### src/rtl/if_fetch_if.sv
// Fetch-stage bundle: instruction-memory handshake, ID-stage control and the IF/ID outputs.
// The fetch unit uses the master modport; the memory/ID side uses slave.
interface if_fetch_if;
  logic        imem_req;
  logic [31:0] imem_addr;
  logic        imem_ack;
  logic [31:0] imem_rdata;
  logic        stall;
  logic        flush;
  logic        branch_taken;
  logic [31:0] branch_target;
  logic [31:0] Instr;
  logic [31:0] pc_id;
  logic        valid_id;

  modport master (
    output imem_req, imem_addr, Instr, pc_id, valid_id,
    input  imem_ack, imem_rdata, stall, flush, branch_taken, branch_target
  );

  modport slave (
    input  imem_req, imem_addr, Instr, pc_id, valid_id,
    output imem_ack, imem_rdata, stall, flush, branch_taken, branch_target
  );
endinterface

### src/rtl/if_fetch.sv
// Instruction fetch stage: single outstanding request, one-entry skid buffer for ID stalls,
// and a DROP state that swallows the response of a request overtaken by a redirect.
module if_fetch #(
  parameter logic [31:0] RESET_PC  = 32'h0000_0000,
  parameter logic [31:0] NOP_INSTR = 32'h0000_0013
) (
  input  logic          clk,
  input  logic          reset,
  if_fetch_if.master    bus
);

  typedef enum logic [1:0] {FETCH, HOLD, DROP} state_e;

  state_e      state_q, state_d;
  logic [31:0] pc_f_q, pc_f_d;
  logic [31:0] redir_pc_q, redir_pc_d;
  logic [31:0] skid_instr_q, skid_instr_d;
  logic [31:0] skid_pc_q, skid_pc_d;
  logic [31:0] instr_q, instr_d;
  logic [31:0] pc_id_q, pc_id_d;
  logic        valid_q, valid_d;
  logic [31:0] target;

  assign target = bus.branch_target & 32'hFFFF_FFFC;

  always_ff @(posedge clk or posedge reset) begin
    if (reset) begin
      state_q      <= FETCH;
      pc_f_q       <= RESET_PC;
      redir_pc_q   <= 32'h0;
      skid_instr_q <= 32'h0;
      skid_pc_q    <= 32'h0;
      instr_q      <= NOP_INSTR;
      pc_id_q      <= 32'h0;
      valid_q      <= 1'b0;
    end else begin
      state_q      <= state_d;
      pc_f_q       <= pc_f_d;
      redir_pc_q   <= redir_pc_d;
      skid_instr_q <= skid_instr_d;
      skid_pc_q    <= skid_pc_d;
      instr_q      <= instr_d;
      pc_id_q      <= pc_id_d;
      valid_q      <= valid_d;
    end
  end

  always_comb begin
    state_d      = state_q;
    pc_f_d       = pc_f_q;
    redir_pc_d   = redir_pc_q;
    skid_instr_d = skid_instr_q;
    skid_pc_d    = skid_pc_q;
    instr_d      = instr_q;
    pc_id_d      = pc_id_q;
    valid_d      = valid_q;

    if (bus.branch_taken) begin
      valid_d = 1'b0;
      case (state_q)
        FETCH: begin
          if (bus.imem_ack) begin
            pc_f_d = target;
          end else begin
            redir_pc_d = target;
            state_d    = DROP;
          end
        end
        DROP: begin
          // The outstanding response still has to be swallowed before the new target.
          if (bus.imem_ack) begin
            pc_f_d  = target;
            state_d = FETCH;
          end else begin
            redir_pc_d = target;
          end
        end
        HOLD: begin
          pc_f_d  = target;
          state_d = FETCH;
        end
        default: state_d = FETCH;
      endcase
    end else if (bus.flush) begin
      // A flush kills IF/ID and any buffered or arriving word; pc_f is left alone.
      valid_d = 1'b0;
      case (state_q)
        HOLD: state_d = FETCH;
        DROP: begin
          if (bus.imem_ack) begin
            pc_f_d  = redir_pc_q;
            state_d = FETCH;
          end
        end
        default: ;
      endcase
    end else begin
      case (state_q)
        FETCH: begin
          if (bus.imem_ack) begin
            pc_f_d = pc_f_q + 32'd4;
            if (!valid_q || !bus.stall) begin
              instr_d = bus.imem_rdata;
              pc_id_d = pc_f_q;
              valid_d = 1'b1;
            end else begin
              skid_instr_d = bus.imem_rdata;
              skid_pc_d    = pc_f_q;
              state_d      = HOLD;
            end
          end else if (!bus.stall) begin
            valid_d = 1'b0;
          end
        end
        HOLD: begin
          if (!bus.stall) begin
            instr_d = skid_instr_q;
            pc_id_d = skid_pc_q;
            valid_d = 1'b1;
            state_d = FETCH;
          end
        end
        DROP: begin
          if (bus.imem_ack) begin
            pc_f_d  = redir_pc_q;
            state_d = FETCH;
          end
        end
        default: state_d = FETCH;
      endcase
    end
  end

  assign bus.imem_req  = (state_q != HOLD) && !reset;
  assign bus.imem_addr = pc_f_q & 32'hFFFF_FFFC;
  assign bus.Instr     = valid_q ? instr_q : NOP_INSTR;
  assign bus.pc_id     = pc_id_q;
  assign bus.valid_id  = valid_q;

endmodule

### src/flat_wrapper.sv
// flat-port wrapper written by rule: the top's interface ports become plain ports
module if_fetch_flat 
#(
  parameter logic [31:0] RESET_PC  = 32'h0000_0000,
  parameter logic [31:0] NOP_INSTR = 32'h0000_0013
)
  (clk, reset, bus_imem_req, bus_imem_addr, bus_Instr, bus_pc_id, bus_valid_id, bus_imem_ack, bus_imem_rdata, bus_stall, bus_flush, bus_branch_taken, bus_branch_target);
  if_fetch_if bus_i ();
  input  logic clk;
  input  logic reset;
  output wire logic [$bits(bus_i.imem_req)-1:0] bus_imem_req;
  output wire logic [$bits(bus_i.imem_addr)-1:0] bus_imem_addr;
  output wire logic [$bits(bus_i.Instr)-1:0] bus_Instr;
  output wire logic [$bits(bus_i.pc_id)-1:0] bus_pc_id;
  output wire logic [$bits(bus_i.valid_id)-1:0] bus_valid_id;
  input wire logic [$bits(bus_i.imem_ack)-1:0] bus_imem_ack;
  input wire logic [$bits(bus_i.imem_rdata)-1:0] bus_imem_rdata;
  input wire logic [$bits(bus_i.stall)-1:0] bus_stall;
  input wire logic [$bits(bus_i.flush)-1:0] bus_flush;
  input wire logic [$bits(bus_i.branch_taken)-1:0] bus_branch_taken;
  input wire logic [$bits(bus_i.branch_target)-1:0] bus_branch_target;
  assign bus_imem_req = bus_i.imem_req;
  assign bus_imem_addr = bus_i.imem_addr;
  assign bus_Instr = bus_i.Instr;
  assign bus_pc_id = bus_i.pc_id;
  assign bus_valid_id = bus_i.valid_id;
  assign bus_i.imem_ack = bus_imem_ack;
  assign bus_i.imem_rdata = bus_imem_rdata;
  assign bus_i.stall = bus_stall;
  assign bus_i.flush = bus_flush;
  assign bus_i.branch_taken = bus_branch_taken;
  assign bus_i.branch_target = bus_branch_target;
  if_fetch #(.RESET_PC(RESET_PC), .NOP_INSTR(NOP_INSTR)) u_core (.clk(clk), .reset(reset), .bus(bus_i));
endmodule
### config.mk
export PLATFORM = sky130hd
export DESIGN_NAME = if_fetch_flat
export DESIGN_NICKNAME = d
export VERILOG_FILES = /design/src/rtl/if_fetch_if.sv /design/src/rtl/if_fetch.sv /design/src/flat_wrapper.sv
export SDC_FILE = /design/constraint.sdc
export NUM_CORES = 1
export LEC_CHECK = 0
export BUFFER_PORTS_ARGS = -buffer_cell sky130_fd_sc_hd__buf_2
export CORE_ASPECT_RATIO = 1.5
export CORE_UTILIZATION = 54
export CTS_CLUSTER_DIAMETER = 80
export CTS_CLUSTER_SIZE = 8
export DETAILED_ROUTE_END_ITERATION = 7
export GPL_TIMING_DRIVEN = 0
export PLACE_DENSITY = 0.77
export SYNTH_ARGS = -nofsm -noshare
export SYNTH_HDL_FRONTEND = slang
export SYNTH_SLANG_ARGS = --single-unit
### constraint.sdc
create_clock -name clk -period 6.8 [get_ports clk]
set_input_delay 0.34 -clock clk [delete_from_list [all_inputs] [get_ports clk]]
set_output_delay 0.34 -clock clk [all_outputs]
set_load 0.02 [all_outputs]
# Word level (Yosys, flattened, before mapping)
# Cells that the tools add are included.
# word_totals
regBits	193
input_bits	70
out_inout_bits	98
word_cells	79
# op_classes
n_addsub	1
n_eq_ne	16
mux	34
bitwise	4
n_reduce_logical	16
# ops
op	n
$mux 32	13
$pmux 32 s2	4
$add 32x3->32 const B	1
$reduce_and 5->1	3
$mux 2	7
$ne 4x4->1 const B	3
$pmux 2 s2	2
$mux 1	6
$ne 3x3->1 const B	2
$pmux 2 s3	1
$reduce_and 6->1	1
$ne 5x4->1 const B	1
$ne 5x5->1 const B	1
$ne 2x1->1 const B	2
$ne 2x2->1 const B	2
$ne 4x1->1 const B	1
$not 1->1	4
$reduce_and 4->1	1
$reduce_bool 4->1	1
$logic_not 1->1	3
$ne 3x1->1 const B	1
$ne 3x2->1 const B	1
$reduce_and 3->1	1
$reduce_bool 3->1	1
8 further kinds	8

# Depth between registers and ports, before layout
# depth
word_depth	7
mapped_depth	10
ltp_nobuf	7

# Worst setup path after synthesis
# Ideal clock, no wire load.
# synth_timing
kind	register to output
startpoint	register u_core.state_q[1]
endpoint	output bus_imem_req
arrival_ps	1682
required_ps	6460
slack_ps	4778
path_stages_with_launch	7
path_buffers	3
cell_sequence	dfrtp_1 -> inv_1 -> ha_1 -> clkbuf_1 -> buf_2 -> buf_1 -> nor2_1
# synth_via
elab_chain_len	2
# synth_lines
element	line	source
from (decl)	if_fetch.sv:14	state_e state_q, state_d;
from (signal assigned)	if_fetch.sv:37	state_q <= state_d;
$ne 2x1->1	if_fetch.sv:134	assign bus.imem_req = (state_q != HOLD) && !reset;
$logic_and 1x1->1	if_fetch.sv:134	
to (decl)	flat_wrapper.sv:11	output wire logic [$bits(bus_i.imem_req)-1:0] bus_imem_req;
# No other way between the ends.

# Final worst setup path
# Ends and elaborated chain as after synthesis.

==> summary.txt <==
Global route
  – Gr usage total: 28.6%
  – Vias in the first global route: 7881
  – Grt ovf: 0
  – Global-route wire length before repair: between 40 and 50 mm
  – Largest net degree at the start of global routing: 109
  – Initial antenna violation count: 1

Drt
  – Wire per inst: 19.3 um
  – Via/cell ratio: 5.94
  – DRT Wirelength: around 26 mm
  – DRT Pass-1 Iters: 6
  – Post-DRT Antenna Nets: 0
  – 1st-iter DRT viols: approximately 650
  – Vias: 8127
  – Residual DRC: 0

Worst setup path
  – Setup crit start: u_core.state_q[1]
  – Kind of critical path: flop to output port
  – Crit path DAT: 2600 ps
  – Critical Path End Type: output port
  – CP max FO: 10
  – Slowest stage delay, CP: about 630 ps
  – Worst path bufs/invs: 5
  – Most used cell, CP: buf_2
  – Crit path launch type: flop
  – Slowest cell on crit path: buf_1
  – CP required: 6460 ps
  – Worst r2r src: u_core.state_q[0]
  – CP cell instances: inv_1 > ha_1 > clkbuf_1 > buf_2 > buf_1 > nor2_1 > buf_2
  – CP delay by family, top: buffers and inverters

Die
  – # IOs: about 170
  – DIE AREA: 19000 um2
  – Placeable Area: 18000 um2
  – Die width: 113 um
  – # rows: 60
  – Die height: 168 um
  – Initial Util: 55.2%

Power
  – Pwr/cell area: 455 nW/um2
  – Worst VDD drop: 0.207 mV
  – Logic pwr share: 42.2%
  – P_leak: 0.00533 uW
  – NetSw: 2120 uW
  – Total power: 5320 uW
  – Pint: ~3200 uW
  – Sw Share: between 30% and 40%
  – Sequential cell fraction of total power: 37.5%
  – Clock power share: 20.3%

Clock tree
  – Total CTS buffers: 17
  – Postcts setup bufs: 0
  – Clock buffer depth: 2
  – CTS Sinks: 193
  – TritonCTS clock tree: yes
  – Root Buffer: clkbuf_16
  – CTS HTree Levels: 4
  – Hold buffers post-CTS: 0
  – CTS clk-pin slew, worst paths: 70 ps
  – Clk Latency, worst-skew pair: 440 ps
  – Cts repair resizes: 0

Timing
  – Final period utilization: 43.3%
  – Post-Route Setup TNS: 0 ps
  – Tightest Pin Transition: 894 ps
  – Tmin final: between 2000 and 3000 ps
  – Final hold violation count: 2
  – Max-slew headroom: 40.4%
  – Clock Skew: 13.9 ps
  – Achievable Freq: 340 MHz
  – Pins Over Slew Limit: 0
  – Unrepaired setup endpoints after global routing: false
  – Hold Slack: -3.59 ps
  – Setup violators final: 0

Placement
  – Final Wtd Congestion: 0.963
  – Placed Instances: 1337
  – Port bufs: 163
  – Hpwl dp: 18.5 mm

Synthesis
  – Syn Area/Cell: 10.4 um2
  – Multiplexer share of the synthesized area: between 10% and 20%
  – Post-synth top area share: 47.8%
  – Top post-synthesis cells by area: dfrtp_1, mux2_2, mux2i_1, a21oi_1, nor2_1
  – Fraction of registers with async set or reset after synthesis: 100%
  – Number of synthesized flops with an enable pin: 0
  – Post-synthesis xor/xnor area fraction: 0.0880%
  – Register area share after synthesis: 48.6%
  – Synth Area in Compound Gates: 13.6%
  – Synth Area in Simple Gates: 12.6%
  – Synth Register Bits: 193
  – Ys flop type: dfrtp_1
  – Main combinational cell family by area after synthesis: multiplexers
  – Synth area leader: dfrtp_1
  – Synth warn: 0
  – Synth Area in Adders: less than 1%
  – Syn Inst Count: 955
  – Post-Syn Area: 9950 um2
  – Unique masters post-synth: 74

Layout
  – Most frequent cells in the layout: dfrtp_1, buf_2, nor2_1, a21oi_1, mux2_2
  – Filler cells: around 1500
  – Area used by multi-input combinational logic: 4560 um2
  – Post-layout util: 65.0%
  – Nets: roughly 1200
  – Area Overhead vs Synth: 17.7%
  – Ratio of cells with drive above 1 in the final layout: 31.6%
  – # diodes: 0
  – Non-filler instance count after layout: 1369
  – Register Area: 4830 um2
  – Most common cell after layout, fill and taps aside: dfrtp_1

Status
  – Status: finished, violations left
  – Failing checks: negative hold slack

Job
  – # Max-Cap Violations: 0

Hold path
  – Hold Path Class: primary input to asynchronous set/reset pin
synthesized netlist by cell type, drive strengths merged (5+ instances only):
| master | n |
|---|---|
| a21oi | 104 |
| a221oi | 8 |
| a22oi | 7 |
| a2bb2oi | 5 |
| a31oi | 11 |
| and2 | 33 |
| buf | 60 |
| clkbuf | 37 |
| dfrtp | 190 |
| inv | 13 |
| mux2 | 102 |
| mux2i | 73 |
| nand2 | 45 |
| nand2b | 8 |
| nand3 | 10 |
| nand4 | 15 |
| nor2 | 112 |
| nor3 | 9 |
| nor4 | 6 |
| o211ai | 5 |
| o21ai | 36 |
power by group through the flow:
stage,Clock [uW],Combinational [uW],Sequential [uW]
3_5_place_dp,0,2230,2010
2_1_floorplan,0,1530,2030
6_report,1080,2250,2000
4_1_cts,1090,2240,1990
5_1_grt,1140,2440,2060
3_3_place_gp,0,2180,2000
state kept, by name (all words and copies together) (netlist names):
signal               cells
u_core.bus.pc_id        32
u_core.bus.valid_id      1
u_core.instr_q          32
u_core.pc_f_q           32
u_core.redir_pc_q       30
u_core.skid_instr_q     32
u_core.skid_pc_q        32
u_core.state_q           2
worst register-to-register path, cell delays in order (launching register included):
cell and delay [ps]:
dfrtp_1 370, inv_1 70, ha_1 260, inv_1 310, a21boi_0 260, a221oi_4 590, clkbuf_1 530, o21ai_0 220
worst paths after layout:
path / depth (start not counted) / slack, ps / to
hold reg to reg: 1 / 490 / u_core.skid_instr_q[22]
min in group clk: 2 / 140 / u_core.skid_instr_q[3]
setup / recovery: 7 / 3860 / bus_imem_req
hold / removal: 2 / -4 / u_core.skid_instr_q[23]
setup reg to reg: 7 / 4050 / u_core.pc_f_q[12]
max in group asynchronous: 3 / 5890 / u_core.pc_f_q[17]
stage by stage:
step | worst slack [ps] | area (um2)
after floorplan | 1210 | 9950
after global placement | -966 | 11000
after detailed placement | 4090 | 11100
after CTS | 3830 | 11700
after global routing | 3680 | 11700
final | 3860 | 11700
cell type report:
type | instances | area share [%]
plain buffers | 97 | 4.39
clock buffers | 22 | 4.14
clock inverters | 10 | 1.26
inverters | 13 | 0.481
multi-input cells | 653 | 38.9
flip-flops and latches | 193 | 41.3
well taps | 217 | 2.32
repair buffers | 164 | 7.20
cell families (layout without fill, tap and decap cells):
| family | count (synthesis) | in the layout |
|---|---|---|
| DFF | 193 | 193 |
| other | 1 | 2 |
| adders and majority gates | 4 | 4 |
| AOI/OAI and AO/OA | 219 | 219 |
| xor gates and xnor gates | 1 | 1 |
| and+or+nand+nor | 252 | 252 |
| muxes | 175 | 175 |
| buffers and inverters | 110 | 306 |
metal layers:
| metal | GRT usage [%] | wire length [um] | up-vias |
|---|---|---|---|
| met1 | 34.4 | 10700 | 3964 |
| met5 | 0 | 0 | - |
| met4 | 13.1 | 894 | 0 |
| li1 | - | - | 3756 |
| met3 | 4.68 | 1360 | 70 |
| met2 | 49.8 | 13500 | 337 |
(Power assumes the default switching activity.)
